## src/rtl/stream_downsizer.sv

```systemverilog
// Wide-to-narrow valid/ready stream converter: one IN_WIDTH word becomes RATIO beats, LSB slice first.
// Optional downstream_last output is enabled by defining STREAM_DOWNSIZER_LAST_EN.
module stream_downsizer #(
    parameter int unsigned IN_WIDTH = 32,
    parameter int unsigned RATIO    = 4
) (
    input  logic                         clk,
    input  logic                         rst_n,
    input  logic                         upstream_vld,
    output logic                         upstream_rdy,
    input  logic [IN_WIDTH-1:0]          upstream_data,
    output logic                         downstream_vld,
    input  logic                         downstream_rdy,
    output logic [IN_WIDTH/RATIO-1:0]    downstream_data
`ifdef STREAM_DOWNSIZER_LAST_EN
    ,
    output logic                         downstream_last
`endif
);

    localparam int unsigned OUT_WIDTH = IN_WIDTH / RATIO;
    localparam int unsigned CNT_W     = (RATIO > 1) ? $clog2(RATIO) : 1;
    localparam int unsigned LAST_CNT  = RATIO - 1;

    generate
        if ((RATIO < 1) || ((IN_WIDTH % RATIO) != 0)) begin : g_bad_params
            $error("stream_downsizer: IN_WIDTH must be a multiple of RATIO and RATIO >= 1");
        end
    endgenerate

    typedef enum logic {
        EMPTY = 1'b0,
        SEND  = 1'b1
    } state_t;

    state_t                 state_q, state_d;
    logic [CNT_W-1:0]       cnt_q, cnt_d;
    logic [IN_WIDTH-1:0]    hold_q, hold_d;
    logic [OUT_WIDTH-1:0]   data_q, data_d;
    logic                   last_beat;
    logic                   push;
    logic                   pop;
`ifdef STREAM_DOWNSIZER_LAST_EN
    logic                   last_q, last_d;
`endif

    // State and output registers
    always_ff @(posedge clk or negedge rst_n) begin
        if (!rst_n) begin
            state_q <= EMPTY;
            cnt_q   <= '0;
            hold_q  <= '0;
            data_q  <= '0;
`ifdef STREAM_DOWNSIZER_LAST_EN
            last_q  <= 1'b0;
`endif
        end else begin
            state_q <= state_d;
            cnt_q   <= cnt_d;
            hold_q  <= hold_d;
            data_q  <= data_d;
`ifdef STREAM_DOWNSIZER_LAST_EN
            last_q  <= last_d;
`endif
        end
    end

    // Next-state logic; the beat register is preloaded with the slice selected by the next count
    always_comb begin
        state_d      = state_q;
        cnt_d        = cnt_q;
        hold_d       = hold_q;
        last_beat    = (cnt_q == CNT_W'(LAST_CNT));
        upstream_rdy = (state_q == EMPTY) |
                       ((state_q == SEND) & last_beat & downstream_rdy);
        push         = upstream_vld & upstream_rdy;
        pop          = (state_q == SEND) & downstream_rdy;

        case (state_q)
            EMPTY: begin
                if (push) begin
                    hold_d  = upstream_data;
                    cnt_d   = '0;
                    state_d = SEND;
                end
            end
            SEND: begin
                if (pop) begin
                    if (!last_beat) begin
                        cnt_d = cnt_q + CNT_W'(1);
                    end else if (push) begin
                        hold_d = upstream_data;
                        cnt_d  = '0;
                    end else begin
                        cnt_d   = '0;
                        state_d = EMPTY;
                    end
                end
            end
            default: begin
                state_d = EMPTY;
                cnt_d   = '0;
            end
        endcase

        data_d = OUT_WIDTH'(hold_d >> (32'(cnt_d) * OUT_WIDTH));
`ifdef STREAM_DOWNSIZER_LAST_EN
        last_d = (state_d == SEND) & (cnt_d == CNT_W'(LAST_CNT));
`endif
    end

    assign downstream_vld  = (state_q == SEND);
    assign downstream_data = data_q;
`ifdef STREAM_DOWNSIZER_LAST_EN
    assign downstream_last = last_q;
`endif

endmodule

```

## config.mk

```make
export PLATFORM = sky130hd
export DESIGN_NAME = stream_downsizer
export DESIGN_NICKNAME = d
export VERILOG_FILES = /design/src/rtl/stream_downsizer.sv
export SDC_FILE = /design/constraint.sdc
export NUM_CORES = 1
export LEC_CHECK = 0
export BUFFER_PORTS_ARGS = -buffer_cell sky130_fd_sc_hd__buf_4
export CAP_MARGIN = 20
export CORE_MARGIN = 2
export CORE_UTILIZATION = 41
export CTS_CLUSTER_DIAMETER = 30
export DETAILED_ROUTE_END_ITERATION = 10
export PLACE_DENSITY = 0.73
export SYNTH_ARGS = -nofsm -noshare
export SYNTH_HDL_FRONTEND = slang
export SYNTH_SLANG_ARGS = --single-unit
```

## constraint.sdc

```tcl
create_clock -name clk -period 2.3 [get_ports clk]
set_clock_uncertainty 0.15 [all_clocks]
set_input_delay 0.115 -clock clk [delete_from_list [all_inputs] [get_ports clk]]
set_output_delay 0.115 -clock clk [all_outputs]
set_load 0.005 [all_outputs]
```

==> flow_summary_export.csv <==
group,metric,value,unit
outcome,status,"finished, final reports clean",
pwr,p_per_area,1166,nW/um^2
clocking,clk_pin_slew,0.08,ns
sta,finalHoldViolations,0,
floorplanning,die_h,69.60,um
sta,slew_headroom,64.25,%
worst_setup_path,worstSetupStartpointType,"register",
worst_setup_path,reg2reg_setup_slack,0.09,ns
clocking,clock_latency,0.28,ns
clocking,cts_tree,"yes",
clocking,cts_sinks,43,
sta,fmax,0.4527,GHz
layout,insertedDiodeCount,0,
layout,final_area,2623,um^2
synth,synth_area_leaders,"dfrtp_1, mux2_2, mux4_2",
pwr,clkPwrFrac,15.3,%
detailed_routing,wire_per_inst,15.17,um
layout,fillers,294,
sta,setup_viol,0,
pwr,power_switching,830.6,uW
placed_design,post-place-cells,192,
synth,synth_top_area_share,60.99,%
placed_design,placed_area,2167,um^2
detailed_routing,first_pass_iters,4,
floorplanning,num_rows,23,
synth,ys_seq_elements,43,
placed_design,routabilityCongestion,0.6994,
global_route,antenna_found_initial,0,
worst_setup_path,critical_path.startpoint,"cnt_q[0]",
sta,tightest_slew,0.5362,ns
floorplanning,start_util,43.48,%
pwr,p_leak,1.198,nW
layout,final_cell_mix,"buf_4, dfrtp_1, mux2_2, dlygate4sd3_1, mux4_2",
sta,fin_crit_sh,96.03,%
synth,synth.avg_cell_area,18.00,um^2
layout,synthToLayoutAreaGrowth,48.65,%
global_route,grt_first_pass_wirelength,6189,um
pwr,p_seq_share,41.1,%
synth,synth_top_cell_by_area,"dfrtp_1",
clocking,cts_root_buf,"clkbuf_8",
clocking,htreeDepth,2,
synth,synth.distinct_cells,11,
synth,yosys_warnings,0,
sta,post-route-min-period,2.209,ns
layout,finish.utilization,64.63,%
worst_setup_path,reg2reg_to,"downstream_data[0]",
detailed_routing,viasPerCell,4.735,
pwr,ir_drop,0.0007616,V
detailed_routing,drtAntennaViolNets,0,
worst_setup_path,cp-end-kind,"register",
global_route,grt_max_degree,44,
synth,synth_top_family_by_area,"multiplexers",
worst_setup_path,crit_path_cell_trace,"ha_2 > a21bo_4 > nand2_4 > clkbuf_16 > mux2_2 > mux4_2",
sta,fin_ws,0.09120,ns
global_route,grt_pass1_vias,1302,
pwr,p_int,2.227,mW
sta,fin_setup_tns,0,ns
floorplanning,fp.dieW,69.60,um
worst_setup_path,worstSetupEndpoint,"downstream_data[0]",
worst_setup_path,crit_slowest_cell,"mux4_2",
synth,seq_area_frac_synth,60.99,%
worst_setup_path,crit_path_max_fanout,10,
placed_design,port_buffers,45,
floorplanning,ios,46,
synth,synth-compound-area-share,1.915,%
synth,synth_mux_area_share,31.91,%
global_route,grt.overflow.total,0,
sta,slew_viol_final,0,
layout,fin_cells,234,
worst_hold_path,hp-class,"input pin to asynchronous set/reset pin",
pwr,sw_frac_of_total,27.17,%
pwr,p_comb_share,43.6,%
layout,drive_gt1_share,55.43,%
synth,synth-xor-area-share,0,%
synth,syn-instance-count,98,
worst_setup_path,r2r_start,"cnt_q[0]",
layout,final_common_cell,"buf_4",
layout,fin_nets,221,
floorplanning,coreArea,4058,um^2
clocking,cts_buffers,5,
global_route,track_usage,16.46,%
clocking,clock_path_buffers,2,
worst_setup_path,critical_path_required,2.31,ns
detailed_routing,routed-via-count,1108,
synth,syn_nets,135,
synth,synth-simple-area-share,1.489,%
worst_setup_path,reg2reg_depth,6,
flow_run,cap_viol_max_count,0,
worst_setup_path,cp_slowest_stage_delay,0.46,ns
pwr,power.total,3.057,mW
detailed_routing,drc,0,
sta,whs,0.1929,ns
floorplanning,dieArea,4843,um^2
detailed_routing,drt_iter0_drc,42,
sta,rsz0062_at_grt,"no",
detailed_routing,wirelength,3550,um
worst_setup_path,arrival,2.22,ns
placed_design,dp_slack,0.04759,ns
worst_setup_path,critPathKind,"register to register",
synth,netlist_area,1764,um^2
synth,synth_fa_ha_area_share,0.7092,%
-- worst min path at each step --
| stage | slack (ns) | start | cells past startpoint | endpoint |
|---|---|---|---|---|
| global placement | -0.03 | rst_n | 1 | hold_q[4] |
| detailed placement | -0.01 | rst_n | 1 | hold_q[4] |
| CTS | 0.21 | downstream_rdy | 3 | downstream_vld |
| floorplan | -0.33 | rst_n | 0 | cnt_q[0] |
| global route | 0.22 | downstream_rdy | 3 | downstream_vld |
| finish | 0.19 | rst_n | 2 | hold_q[4] |
-- layout make-up --
type | instances | area [um^2] | area share, %
Clock buffer | 6 | 82.58 | 3.149
Clock inverter | 1 | 5.005 | 0.1908
Multi-Input combinational cell | 50 | 638.1 | 24.33
Sequential cell | 43 | 1076 | 41.03
Tap cell | 50 | 62.56 | 2.385
Timing Repair Buffer | 84 | 758.2 | 28.91
-- cells in the mapped netlist, drive strengths merged --
cell / number
a21bo: 1
a22o: 2
buf: 5
dfrtp: 43
ha: 1
mux2: 34
mux4: 8
nand2: 1
nor2: 2
or2b: 1
-- registers in the layout, summed over array words and instances, names as in the netlist --
name,flops
cnt_q,2
downstream_data,8
hold_q,32
downstream_vld,1
-- cells by family (layout without fill, tap and decap cells) --
logic type / count (synthesis) / after routing
AOI/OAI and AO/OA: 3 / 3
muxes: 42 / 42
and+or+nand+nor: 4 / 4
DFF: 43 / 43
buffers and inverters: 5 / 91
adders and majority gates: 1 / 1
-- critical path: cells and delay by family, from the launching register on --
| family | cells | cell delay (ns) |
|---|---|---|
| muxes | 2 | 0.80 |
| DFF | 1 | 0.41 |
| AOI/OAI and AO/OA | 1 | 0.23 |
| adders and majority gates | 1 | 0.21 |
| buffers and inverters | 1 | 0.17 |
| and+or+nand+nor | 1 | 0.11 |
-- repair_timing --
| action | in CTS | in global routing |
|---|---|---|
| endpoints found under the hold margin | 76 | 0 |
| endpoints found under the setup margin | 0 | 5 |
| setup buffers | 0 | 0 |
| hold buffers | 34 | 0 |
| resized for setup | 0 | 1 |
-- routing by layer --
metal	GRT usage, %	vias to the layer above	part of all wire (%)
li1	-	528	-
met1	19.13	542	41
met2	29.91	36	54
met3	3.779	2	5.0
met4	5.229	0	0.48
met5	0	-	0
-- power by group through the flow --
stage / registers [mW] / clock network (mW) / logic [mW]
2_1_floorplan: 1.24 / 0 / 0.922
3_3_place_gp: 1.25 / 0 / 1.22
3_5_place_dp: 1.27 / 0 / 1.29
4_1_cts: 1.26 / 0.485 / 1.33
5_1_grt: 1.30 / 0.517 / 1.48
6_report: 1.26 / 0.468 / 1.33
Note: power is estimated with default switching activity, not from simulation.
